[src/rtl/ahb_bus_arbiter.sv]
// Registered round-robin AHB-Lite bus arbiter with burst/lock protection and
// parking on a default master. All outputs change only on hready=1 or reset.
module ahb_bus_arbiter #(
  parameter int MASTERS        = 2,
  parameter int MIDX_W         = 1,
  parameter int DEFAULT_MASTER = 0
) (
  input  logic               clk,
  input  logic               rst,
  input  logic [MASTERS-1:0] hreq,
  input  logic [MASTERS-1:0] hlock,
  input  logic [1:0]         htrans,
  input  logic [2:0]         hburst,
  input  logic               hready,
  output logic [MASTERS-1:0] hgrant,
  output logic [MIDX_W-1:0]  hmaster,
  output logic [MIDX_W-1:0]  hmaster_data,
  output logic               hmastlock,
  output logic [1:0]         fsm_state
);

  typedef enum logic [1:0] {
    PARK  = 2'd0,
    OWN   = 2'd1,
    BURST = 2'd2
  } state_t;

  localparam logic [1:0] TR_IDLE   = 2'd0;
  localparam logic [1:0] TR_BUSY   = 2'd1;
  localparam logic [1:0] TR_NONSEQ = 2'd2;
  localparam logic [1:0] TR_SEQ    = 2'd3;
  localparam logic [MIDX_W-1:0] DEF_IDX = MIDX_W'(DEFAULT_MASTER);

  state_t              state_q, state_d;
  logic [MIDX_W-1:0]   ptr_q, ptr_d;
  logic [3:0]          cnt_q, cnt_d;
  logic [MIDX_W-1:0]   master_d;
  logic                lock_d;
  logic                rearb;
  logic                found;
  logic [MIDX_W-1:0]   winner;
  logic                owner_req;
  logic                owner_lock;
  logic                fixed_burst;
  logic [3:0]          burst_last;

  assign fsm_state   = state_q;
  assign owner_req   = hreq[hmaster];
  assign owner_lock  = hlock[hmaster];
  assign fixed_burst = |hburst[2:1];

  always_comb begin
    burst_last = 4'd0;
    case (hburst[2:1])
      2'd1:    burst_last = 4'd3;
      2'd2:    burst_last = 4'd7;
      2'd3:    burst_last = 4'd15;
      default: burst_last = 4'd0;
    endcase
  end

  // Search starts just after the last winner, so the last winner is seen last.
  always_comb begin
    found  = 1'b0;
    winner = ptr_q;
    for (int i = 1; i <= MASTERS; i++) begin
      if (!found && hreq[MIDX_W'((int'(ptr_q) + i) % MASTERS)]) begin
        found  = 1'b1;
        winner = MIDX_W'((int'(ptr_q) + i) % MASTERS);
      end
    end
  end

  always_comb begin
    state_d  = state_q;
    ptr_d    = ptr_q;
    cnt_d    = cnt_q;
    rearb    = 1'b0;
    master_d = hmaster;
    lock_d   = hmastlock;
    case (state_q)
      PARK: rearb = 1'b1;
      OWN: begin
        if (htrans == TR_IDLE) begin
          rearb = 1'b1;
        end else if (htrans == TR_BUSY) begin
          rearb = 1'b0;
        end else if (htrans == TR_NONSEQ && fixed_burst) begin
          cnt_d   = burst_last;
          state_d = BURST;
        end else if (htrans == TR_NONSEQ && hburst == 3'd0) begin
          rearb = 1'b1;
        end else if (!owner_req) begin
          rearb = 1'b1;
        end
      end
      BURST: begin
        if (htrans == TR_IDLE) begin
          rearb = 1'b1;
          cnt_d = 4'd0;
        end else if (htrans == TR_SEQ) begin
          // The beat seen with counter=1 is the last address phase.
          if (cnt_q <= 4'd1) begin
            rearb = 1'b1;
            cnt_d = 4'd0;
          end else begin
            cnt_d = cnt_q - 4'd1;
          end
        end
      end
      default: rearb = 1'b1;
    endcase

    if (rearb) begin
      if (owner_lock) begin
        master_d = hmaster;
        state_d  = OWN;
      end else if (found) begin
        master_d = winner;
        ptr_d    = winner;
        state_d  = OWN;
      end else begin
        master_d = DEF_IDX;
        state_d  = PARK;
      end
      lock_d = hlock[master_d];
    end
  end

  always_ff @(posedge clk) begin
    if (rst) begin
      state_q      <= PARK;
      ptr_q        <= DEF_IDX;
      cnt_q        <= 4'd0;
      hgrant       <= MASTERS'(1) << DEF_IDX;
      hmaster      <= DEF_IDX;
      hmaster_data <= DEF_IDX;
      hmastlock    <= 1'b0;
    end else if (hready) begin
      state_q      <= state_d;
      ptr_q        <= ptr_d;
      cnt_q        <= cnt_d;
      hgrant       <= MASTERS'(1) << master_d;
      hmaster      <= master_d;
      hmaster_data <= hmaster;
      hmastlock    <= lock_d;
    end
  end

endmodule
[config.mk]
export PLATFORM = sky130hd
export DESIGN_NAME = ahb_bus_arbiter
export DESIGN_NICKNAME = d
export VERILOG_FILES = /design/src/rtl/ahb_bus_arbiter.sv
export SDC_FILE = /design/constraint.sdc
export NUM_CORES = 1
export LEC_CHECK = 0
export CORE_MARGIN = 10
export CORE_UTILIZATION = 44
export CTS_CLUSTER_SIZE = 20
export DETAILED_ROUTE_END_ITERATION = 8
export PLACE_DENSITY = 0.77
export REMOVE_ABC_BUFFERS = 1
export SYNTH_ARGS = -nofsm -noshare
export SYNTH_HDL_FRONTEND = slang
export SYNTH_SLANG_ARGS = --single-unit
export TNS_END_PERCENT = 20
[constraint.sdc]
create_clock -name clk -period 2.2 [get_ports clk]
set_input_delay 0.66 -clock clk [delete_from_list [all_inputs] [get_ports clk]]
set_output_delay 0.66 -clock clk [all_outputs]
set_load 0.01 [all_outputs]
* After elaboration in Yosys (flattened, before gate mapping) *
Index checks and enable logic that the tools add are counted.

storage, ports and cells
  bits in registers = 12
  word-level logic and storage cells = 87

operators by class
  add/subtract/negate cells = 3
  $lt $le $gt $ge = 5
  eq/ne operators = 14
  shift-type cells = 1
  multiplexer cells = 42
  bitwise operators = 1
  reduce and logical (&&, ||, !) cells = 14

operator list
  cell                                                                              count
  1-bit 2-to-1 mux                                                                  28
  4-bit 2-to-1 mux                                                                  6
  4-bit case mux with 3 select lines                                                1
  2-bit == test, second input constant                                              5
  2-bit 2-to-1 mux                                                                  5
  2-bit != test, second input constant                                              5
  4-bit case mux with 2 select lines                                                1
  2-bit by 1-bit == test with 1-bit output, second input constant                   3
  1-bit by 3-bit < comparator with 1-bit output, second input constant              2
  6-bit AND reduction                                                               1
  2-bit nonzero test                                                                3
  5-bit AND reduction                                                               1
  4-bit by 1-bit less-or-equal comparator with 1-bit output, second input constant  1
  1-bit by 2-bit < comparator with 1-bit output, second input constant              2
  4-bit AND reduction                                                               1
  4-bit by 1-bit subtractor with 4-bit output, second input constant                1
  1-bit logical AND                                                                 3
  3-bit logical NOT                                                                 1
  3-bit != test, second input constant                                              1
  1-bit adder, second input constant                                                2
  2-bit logical NOT                                                                 1
  1-bit case mux with 2 select lines                                                1
  2-bit AND reduction                                                               1
  2-bit OR reduction                                                                1
  other kinds (3)                                                                   3

* Longest topological paths before layout *
  word-level depth = 13
  depth in mapped cells = 6

* Worst setup path after synthesis *
Ideal clock, no wire load.

  path type = input-to-reg
  from = in htrans[0]
  to = reg cnt_q[1]
  setup time = 0.119 ns
  data arrival time = 2.005 ns
  data required time = 2.081 ns
  slack = 0.077 ns
  stages on the path = 6
  buffers on the path = 0
  path through = inv_1 ha_1 or3b_2 nor4b_1 o21ai_0 o221a_2

on the way
  cells in the longest elaborated chain, start to end = 4
  elaborated cells between the ends (all ways) = 12
  classes of those cells = 7 x eq/ne; 2 x mux; 3 x reduce/logical

RTL lines
  item                                  line  text
  start: declaration                    12    input logic [1:0] htrans,
  2-bit == test                         88    end else if (htrans == TR_NONSEQ && fixed_burst) begin
  1-bit logical AND                     88
  2-bit != test (no source line)        --
  6-bit AND reduction (no source line)  --
  end signal: assignment                142   cnt_q <= cnt_d;
  end: declaration                      36    logic [3:0] cnt_q, cnt_d;

Several ways; a longest one is shown, not always the timed one.
A chain may end at the register's enable or synchronous reset.

* Worst setup path in the final report *
  from = in htrans[0]
  to = reg hmastlock

on the way
  cells in the longest elaborated chain, start to end = 8
  elaborated cells between the ends (all ways) = 14
  classes of those cells = 3 x eq/ne; 7 x mux; 4 x reduce/logical

RTL lines
  item                                      line    text
  2-bit == test                             88, 91
  1-bit logical AND                         91      end else if (htrans == TR_NONSEQ && hburst == 3'd0) begin
  1-bit 2-to-1 mux                          91
  1-bit 2-to-1 mux                          88
  1-bit 2-to-1 mux                          86      end else if (htrans == TR_BUSY) begin
  1-bit 2-to-1 mux                          84      if (htrans == TR_IDLE) begin
  1-bit case mux with 2 select lines (*)    81      case (state_q)
  2-bit AND reduction (no source line) (*)  --
  end signal: assignment                    146     hmastlock <= lock_d;
  end: declaration                          18      output logic hmastlock,

Every way passes the cells marked *; elsewhere a longest branch is shown, timed or not.

==> impl_metrics.yaml <==
critical_path:
  critPathSlowestCell: "o41a_1"
  critPathLaunchType: "primary input"
  worstRegToRegCells: 6
  cp_cell_sequence: "dlygate4sd2_1 -> buf_4 -> ha_1 -> nand2_1 -> o41a_1 -> a21oi_2 -> mux2_4"
  end_kind: "flop"
  worstPathMaxFanout: 3
  r2r_slack_ns: 0.16
  crit_family: "compound AO/OA/AOI/OAI gates"
  critPathBufInv: 2
  crit_path_max_incr_delay_ns: 0.46
  worstPathArrival_ns: 2.27
  cp.required_ns: 2.36
  reg2reg_to: "hmastlock$_SDFFE_PP0P_"
  timing.rr.start: "fsm_state[0]$_SDFFE_PP0P_"
  crit_type: "primary input to flop"
routing:
  vias_per_cell: 5.44
  antenna_left: 0
  drc: 0
  dr.first_iter.drc_count: 21
  wl_um: 2410
  dr.pass1.iters: 6
  vias: 908
  wl_per_cell_um: 14.5
timing:
  relSlewSlack: 0.616
  setup_viol: 0
  fmax_mhz: 474
  skew_ns: 0.00116
  hold_violations: 0
  fin_crit_ns: 2.11
  setup_ws_ns: 0.0924
  worst_pin_slew_ns: 0.568
  finalCritPeriodShare: 0.958
  maxSlewViolCount: 0
  rsz0062_at_grt: "false"
clock_tree:
  cts_buffers: 3
  clock-sinks: 11
  ctsHoldBuffers: 0
  clk_pin_slew_worst_paths_ns: 0.07
  clk_path_buf_depth: 2
  cts_tree: "yes"
  cts_root_buf: "clkbuf_4"
  clock_latency_ns: 0.27
  htree_levels: 1
global_routing:
  grt_max_degree: 14
  grt.total_usage: 0.118
  grt_pass1_vias: 940
  antenna_found_initial: 0
  grt-ovfl-total: 0
  grt_pass1_wl_um: 3990
min_path:
  whs_endpoint: "hgrant[0]$_SDFFE_PP1P_"
  worst_hold_path_type: "flop to flop"
  whs_path_depth: 2
  min_from: "hgrant[0]$_SDFFE_PP1P_"
yosys:
  synth-xor-area-share: 0
  synth_compound_area_frac: 0.271
  yosys-top-cells-area: "dfxtp_1 (26%), ha_1 (13%), inv_1 (5.7%)"
  yosys.area_share.adder: 0.133
  synth_ff_type: "dfxtp_1"
  postSynth.asyncResetShare: 0
  synthMuxAreaShare: 0.0619
  yosysSeqAreaShare: 0.259
  yosys_register_bits: 11
  synth_top_family_by_area: "compound AO/OA/AOI/OAI gates"
  synth_cells: 103
  yosys.area.top_type: "dfxtp_1"
  yosysTopAreaCellShare: 0.259
  syn_area_um2: 850
  post_synth_and_or_nand_nor_area_fraction: 0.200
  yosys_warnings: 0
  synth_edf_count: 0
  syn_area_per_cell_um2: 8.25
  synth_cell_types: 36
cells_and_area:
  drive_above_1_share: 0.268
  layout_common_cells: "buf_4 (20), clkdlybuf4s50_1 (16), inv_1 (13)"
  fill_cells: 144
  final_nets: 164
  fin_cells: 167
  final_common_cell: "buf_4"
  areaGrowthSynthToFinish_pct: 48.5
  diodes: 0
placed_design:
  place_congestion: 0.893
  port_buffers: 18
  place_hpwl_um: 1900
  place_ws_ns: -0.514
  dp.cells: 161
floorplan:
  initial_utilization: 0.476
  io_pins: 19
  die_area_um2: 4090
  dieHeight_um: 63.9
  core_area_um2: 1780
  rows: 15
  die_x_um: 63.9
power:
  powerDensity_nw_per_um2: 405
  vdd.ir_drop.worst_mv: 0.310
  p_leak_nw: 0.541
run:
  cap_viol_max_count: 0
run_status:
  status: "finished, final reports clean"
==> kinds of logic (layout without fill, tap and decap cells) <==
kind of cell | Yosys count | after routing
compound gates | 31 | 31
flops | 11 | 11
simple gates | 31 | 31
buf+inv | 16 | 55
mux | 5 | 5
fa+ha+maj | 9 | 9
==> cell usage after synthesis (3+ instances only) <==
library cell,instances
a21oi_1,7
dfxtp_1,11
ha_1,9
inv_1,13
mux2i_1,3
nand2_1,4
nand2b_1,4
nor2_1,8
nor2b_1,5
o21ai_0,6
==> cell type report <==
cell class              instances  area, um2  area share
multi-input cells              76        607       0.481
flip-flops and latches         11        220       0.175
clock buffers                   4       26.3      0.0208
repair buffers                 38        328       0.260
inverters                      13       48.8      0.0387
well taps                      25       31.3      0.0248
==> where the power goes <==
group	total, mW	leakage (nW)	internal [mW]	switching [mW]
clock	0.140	0.0150	0.0702	0.0697
sequential	0.214	0.0896	0.207	0.00704
combinational	0.157	0.436	0.0889	0.0679
total	0.511	0.541	0.366	0.145
==> worst max path at each step <==
stage	to	start	depth (start not counted)	slack, ns
floorplan	cnt_q[1]$_SDFFE_PP0P_	htrans[0]	6	0.08
global placement	hmastlock$_SDFFE_PP0P_	htrans[1]	7	-0.48
detailed placement	cnt_q[1]$_SDFFE_PP0P_	htrans[0]	8	-0.51
CTS	hmastlock$_SDFFE_PP0P_	htrans[0]	7	0.11
global route	fsm_state[1]$_SDFFE_PP0P_	htrans[0]	11	0.02
finish	hmastlock$_SDFFE_PP0P_	htrans[0]	7	0.09
==> worst reg2reg max path, delay by kind of cell (launching register included) <==
family,cells,cell delay (ns)
AO/OA/AOI/OAI,2,0.74
flip-flops,1,0.34
multiplexers,1,0.33
adder cells (fa/ha/maj),1,0.31
AND/OR/NAND/NOR,1,0.13
buffers and inverters,1,0.08
==> registers in the layout (all words and copies together) (netlist names) <==
register      flops
cnt_q             4
fsm_state         2
hgrant            2
hmaster_data      1
hmastlock         1
ptr_q             1
==> metrics by stage <==
step / cell area (um2) / hold WS (ns) / utilization / power [mW] / TNS, ns
floorplan: 835 / 0.447 / - / 0.277 / 0
global placement: 1180 / 0.462 / 0.662 / 0.356 / -3.95
detailed placement: 1180 / 0.461 / 0.662 / 0.361 / -4.36
CTS: 1260 / 0.479 / 0.707 / 0.517 / 0
global route: 1260 / 0.511 / 0.707 / 0.542 / 0
finish: 1260 / 0.474 / 0.707 / 0.511 / 0
==> metal layers <==
metal,global-route usage,share of wire,vias up,wire length [um]
met5,0,0,-,0
met4,0.0273,0.012,0,29
met3,0.0383,0.034,4,82
met2,0.235,0.57,13,1380
met1,0.111,0.38,434,923
li1,-,-,457,-
==> repair_timing <==
action / 4_1_cts / 5_1_grt
hold endpoints to repair: 0 / 0
resized for setup: 17 / 0
endpoints found under the setup margin: 10 / 0
buffers inserted: 2 / 0
(Power assumes the default switching activity.)
==> variant 1 (same flow settings) <==
Set the parameter `MASTERS` to 4 (it was 2).
--- a/src/rtl/ahb_bus_arbiter.sv
+++ b/src/rtl/ahb_bus_arbiter.sv
@@ -1,7 +1,7 @@
 // Registered round-robin AHB-Lite bus arbiter with burst/lock protection and
 // parking on a default master. All outputs change only on hready=1 or reset.
 module ahb_bus_arbiter #(
-  parameter int MASTERS        = 2,
+  parameter int MASTERS        = 4,
   parameter int MIDX_W         = 1,
   parameter int DEFAULT_MASTER = 0
 ) (
Interface: changed (resized hgrant, hlock and hreq); port bits go from 19 to 25. The function was not compared with the original's and may differ.
==> variant 1 against the unedited design <==
Sequential cell count did not move; total power fell by 0.34%; routed wire length rose by 1.2%; global-route usage rose by 0.23 points; synthesized area rose by 2.9%; first-iteration DRC count rose by 33%; design area fell by 4.3%; worst setup slack got worse by 0.017 ns; largest cell class unchanged.
==> variant 1: results (changes against the unedited design) <==
outcome=completed (unchanged); initial drt markers=28 (was 21); largest reg by FF count=cnt_q (unchanged); Mapped Avg Cell Area=8.17 um2 (was 8.25 um2); P_int=0.357 mW (was 0.366 mW); max incr delay on CP=0.44 ns (was 0.46 ns); layout cell share with drive strength beyond 1=19.6% (was 26.8%); HP Start=hmaster_data$_SDFFE_PP0P_ (was hgrant[0]$_SDFFE_PP1P_); largest cells by area after synthesis=dfxtp_1 25%, ha_1 13%, a21oi_1 5.2% (was dfxtp_1 26%, ha_1 13%, inv_1 5.7%); final net count=164 (unchanged); H-tree depth=1 (unchanged); I/O Buffers=18 (unchanged); RR Startpoint=fsm_state[0]$_SDFFE_PP0P_ (unchanged); Hold Path Stages=2 (unchanged); worst hold path type=flip-flop to flip-flop (unchanged); reg2reg path depth=6 (unchanged); max reg flops=4 (unchanged); Worst Clk Skew=0.00342 ns (was 0.00116 ns); Max stage delay cell, worst path=clkdlybuf4s50_1 (was o41a_1); hold slack=0.493 ns (was 0.474 ns); row cnt=16 (was 15); crit path max fanout=3 (unchanged); largest net degree at the start of global routing=11 (was 14); clk buf depth=2 (unchanged); Pleak=0.459 nW (was 0.541 nW); Diodes inserted=0 (unchanged); RD Place Congestion=0.877 (was 0.893); via count=941 (was 908); Tot GR Track Use=12.0% (was 11.8%); DPL Wire Length=1790 um (was 1900 um); Filler cells=183 (was 144); antenna violations before repair=0 (unchanged); capture point of the worst reg-to-reg path=hgrant[0]$_SDFFE_PP1P_ (was hmastlock$_SDFFE_PP0P_); VDD IR-drop max=0.299 mV (was 0.310 mV); WP data arrival=2.35 ns (was 2.27 ns); Placed Cells incl. Taps=160 (was 161); design area=1210 um2 (was 1260 um2); Async S/R FF share, synth=0% (unchanged); first-pass GRT wire length=4130 um (was 3990 um); vias in the first global route=950 (was 940); Routed WL=2440 um (was 2410 um); synth warn=0 (unchanged); drt first pass iters=4 (was 6); root buf cell=clkbuf_4 (unchanged); Synth top cells by count=11 x dfxtp_1, 10 x inv_1, 9 x a21oi_1, 9 x ha_1 (was 13 x inv_1, 11 x dfxtp_1, 9 x ha_1); pre-CTS WS=-0.449 ns (was -0.514 ns); Clk Latency, worst-skew pair=~0.28 ns; Num CTS Buffers=3 (unchanged); hold-critical path endpoint=hmaster_data$_SDFFE_PP0P_ (was hgrant[0]$_SDFFE_PP1P_); wire length per cell=14.8 um (was 14.5 um); Worst R2R Setup Slack=0.26 ns (was 0.16 ns); sequential cell area fraction in the yosys report=25.2% (was 25.9%); Yosys cell types=40 (was 36); clock-pin slew on the worst setup and hold paths=0.07 ns (about the same)
==> variant 1: what timing repair did <==
action | in CTS | in global routing
setup buffers | 1 | 0
endpoints found under the setup margin | 6 | 0
resized for setup | 12 | 0
==> variant 1: kinds of logic (layout without fill, tap and decap cells) <==
| family | Yosys count | count (layout) | share of synthesized area [%] |
|---|---|---|---|
| other | 1 | 2 | 0.429 |
| DFF | 11 | 11 | 25.2 |
| and+or+nand+nor | 31 | 31 | 19.0 |
| adders and majority gates | 9 | 9 | 12.9 |
| AOI/OAI and AO/OA | 35 | 35 | 28.9 |
| xor gates and xnor gates | 1 | 1 | 1.00 |
| buffers and inverters | 15 | 45 | 7.73 |
| muxes | 4 | 4 | 4.86 |
==> variant 1: power by group through the flow <==
| stage | sequential, mW | clock [mW] | combinational (mW) |
|---|---|---|---|
| after floorplan | 0.222 | 0 | 0.0620 |
| after global placement | 0.218 | 0 | 0.138 |
| after detailed placement | 0.219 | 0 | 0.141 |
| after CTS | 0.214 | 0.147 | 0.147 |
| after global routing | 0.215 | 0.151 | 0.164 |
| final | 0.214 | 0.144 | 0.151 |
==> variant 1: worst max path at each step <==
stage	slack (ns)	to	depth (start not counted)	startpoint
final	0.08	hgrant[0]$_SDFFE_PP1P_	8	hreq[0]
after global routing	0.03	cnt_q[0]$_SDFFE_PP0P_	6	htrans[0]
after CTS	0.16	hgrant[1]$_SDFFE_PP0P_	8	hreq[0]
after detailed placement	-0.45	cnt_q[1]$_SDFFE_PP0P_	7	htrans[0]
after global placement	-0.43	cnt_q[1]$_SDFFE_PP0P_	7	htrans[0]
after floorplan	0.11	hgrant[0]$_SDFFE_PP1P_	6	htrans[0]
==> variant 1: routing by layer <==
metal / global-route usage (%) / wire, um
met1: 13.5 / 1080
met2: 20.4 / 1190
met3: 2.75 / 124
met4: 6.42 / 53
met5: 0 / 0
==> variant 1: area by class of cell <==
type / instances / share of cell area [%]
Multi-Input combinational cell: 82 / 50.9
Timing Repair Buffer: 31 / 22.8
Sequential cell: 11 / 18.2
Inverter: 10 / 3.11
Tap cell: 27 / 2.80
Clock buffer: 4 / 2.18
==> variant 1: worst max-delay path, delay by kind of cell <==
| kind | cells | cell delay, ns |
|---|---|---|
| buffers and inverters | 3 | 0.77 |
| AOI/OAI and AO/OA | 4 | 0.71 |
| adders and majority gates | 1 | 0.20 |
==> variant 2 (same settings) <==
Made on the original files. Make the reset (`rst`) asynchronous in one clocked block.
--- a/src/rtl/ahb_bus_arbiter.sv
+++ b/src/rtl/ahb_bus_arbiter.sv
@@ -127,7 +127,7 @@
     end
   end
 
-  always_ff @(posedge clk) begin
+  always_ff @(posedge clk or posedge rst) begin
     if (rst) begin
       state_q      <= PARK;
       ptr_q        <= DEF_IDX;
Check against the original RTL: differs if rst is asserted again (counterexample within 4 cycles, from zero or initial values and one cycle with rst high); with rst held inactive, the same outputs for 10 cycles.
==> variant 2 against the unedited design <==
Fmax rose by 0.42%; highest routed layer unchanged; sequential cell count did not move; critical endpoint is now hgrant[0]$_DFFE_PP1P_; synthesized cell count fell by 19%; synthesized area fell by 9.3%; routed wire length fell by 25%; design area fell by 17%; worst setup slack improved by 0.0088 ns.
Power is not compared: it rests on default switching activity, and its combinational part moved more than twofold at a synthesized area within 25%.
==> variant 2: results (changes against the unedited design) <==
outcome=completed (unchanged); antenna violations before repair=0 (unchanged); Worst Clk Skew=0.00374 ns (was 0.00116 ns); Slew HR=57.5% (was 61.6%); clock-pin slew on the worst setup and hold paths=~0.08 ns; largest reg by FF count=cnt_q (unchanged); drt first pass iters=6 (unchanged); VDD IR-drop max=~0.55 mV; initial drt markers=19 (was 21); Clk Latency, worst-skew pair=0.27 ns (about the same); synth warn=0 (unchanged); Final Max Slew Viols=0 (unchanged); first-pass GRT wire length=2870 um (was 3990 um); Synth top cells by count=10 x dfrtp_1, 10 x nor2_1, 8 x inv_1, 8 x o21ai_0, 5 x ha_1 (was 13 x inv_1, 11 x dfxtp_1, 9 x ha_1); vias in the first global route=656 (was 940); wire length per cell=14.1 um (was 14.5 um); I/O Buffers=18 (unchanged); Routed WL=1800 um (was 2410 um); Num CTS Buffers=3 (unchanged); Filler cells=147 (was 144); # Post-CTS Setup Buffers=0 (was 2); RD Place Congestion=0.827 (was 0.893); Tot GR Track Use=10.2% (was 11.8%); Diodes inserted=0 (unchanged); crit path max fanout=4 (was 3); root buf cell=clkbuf_4 (unchanged); pre-CTS WS=-0.291 ns (was -0.514 ns); largest cells by area after synthesis=dfrtp_1 32%, ha_1 8.1%, mux2i_1 5.2% (was dfxtp_1 26%, ha_1 13%, inv_1 5.7%); WP data arrival=2.30 ns (was 2.27 ns); largest net degree at the start of global routing=12 (was 14); H-tree depth=1 (unchanged); DPL Wire Length=1530 um (was 1900 um); Async S/R FF share, synth=100% (was 0%); max reg flops=4 (unchanged); clk buf depth=2 (unchanged); worst hold path type=flip-flop to flip-flop (unchanged); Pleak=0.496 nW; Yosys cell types=34 (was 36); Placed Cells incl. Taps=124 (was 161); vias per inst=5.45 (was 5.44); sequential cell area fraction in the yosys report=35.9% (was 25.9%); GRT Residual Overflow=0 (unchanged); Mapped Avg Cell Area=9.29 um2 (was 8.25 um2); final net count=129 (was 164); layout cell share with drive strength beyond 1=20.7% (was 26.8%)
[variant 2: per-layer routing]
metal	track usage (%)	vias up	routed length (um)
met3	3.05	2	82
met2	17.1	16	922
met4	5.41	0	28
met5	0	-	0
met1	11.2	327	768
li1	-	352	-
[variant 2: cells by family after synthesis]
group / synth area share (%)
simple gates: 20.5
compound gates: 16.2
fa+ha+maj: 8.12
flops: 35.9
buf+inv: 7.30
mux: 12.0
[variant 2: repair_timing]
| action | in CTS | in global routing |
|---|---|---|
| endpoints found under the setup margin | 2 | 5 |
| pin swaps | 2 | 1 |
| gates cloned | 0 | 0 |
| hold endpoints to repair | 0 | 0 |
| resized for setup | 2 | 1 |
[variant 2: path summary, 6_finish.rpt]
check	start	slack [ns]	cells past startpoint	end
worst min-delay path	hmaster_data$_DFFE_PP0P_	0.52	1	hmaster_data$_DFFE_PP0P_
worst max register to register	cnt_q[0]$_DFFE_PP0P_	0.28	7	hgrant[0]$_DFFE_PP1P_
worst max-delay path	hburst[2]	0.10	6	hgrant[0]$_DFFE_PP1P_
max in group asynchronous	rst	1.20	2	hgrant[0]$_DFFE_PP1P_
worst min register to register	hmaster_data$_DFFE_PP0P_	0.52	1	hmaster_data$_DFFE_PP0P_
min in group asynchronous	rst	0.68	2	hmaster_data$_DFFE_PP0P_
[variant 2: worst max-delay path, stage by stage]
cell and delay (ns):
clkdlybuf4s50_1 0.47, or2_2 0.13, a211oi_1 0.07, a2111o_2 0.53
mux2i_1 0.16, mux2_2 0.29
[variant 2: final cells by class]
class | count | share of cell area, %
sequential | 11 | 26.4
inverter | 8 | 2.87
timing repair buffer | 27 | 23.8
multi-input combinational | 61 | 42.3
tap | 17 | 2.03
clock buffer | 4 | 2.51
[variant 2: per-stage QoR]
step / power, mW / utilization [%] / cell area (um2) / TNS [ns]
after floorplan: 0.671 / - / 744 / 0
after global placement: 0.885 / 60.0 / 1010 / -1.27
after detailed placement: 0.910 / 60.0 / 1010 / -1.63
after CTS: 1.06 / 61.8 / 1040 / 0
after global routing: 1.13 / 61.9 / 1050 / 0
final: 1.05 / 61.9 / 1050 / 0
[variant 2: report_power, final]
group / internal, mW / total (mW) / leakage (nW) / switching [mW]
clock: 0.0701 / 0.141 / 0.0150 / 0.0714
combinational: 0.293 / 0.527 / 0.351 / 0.234
sequential: 0.294 / 0.380 / 0.129 / 0.0858
total: 0.658 / 1.05 / 0.496 / 0.391
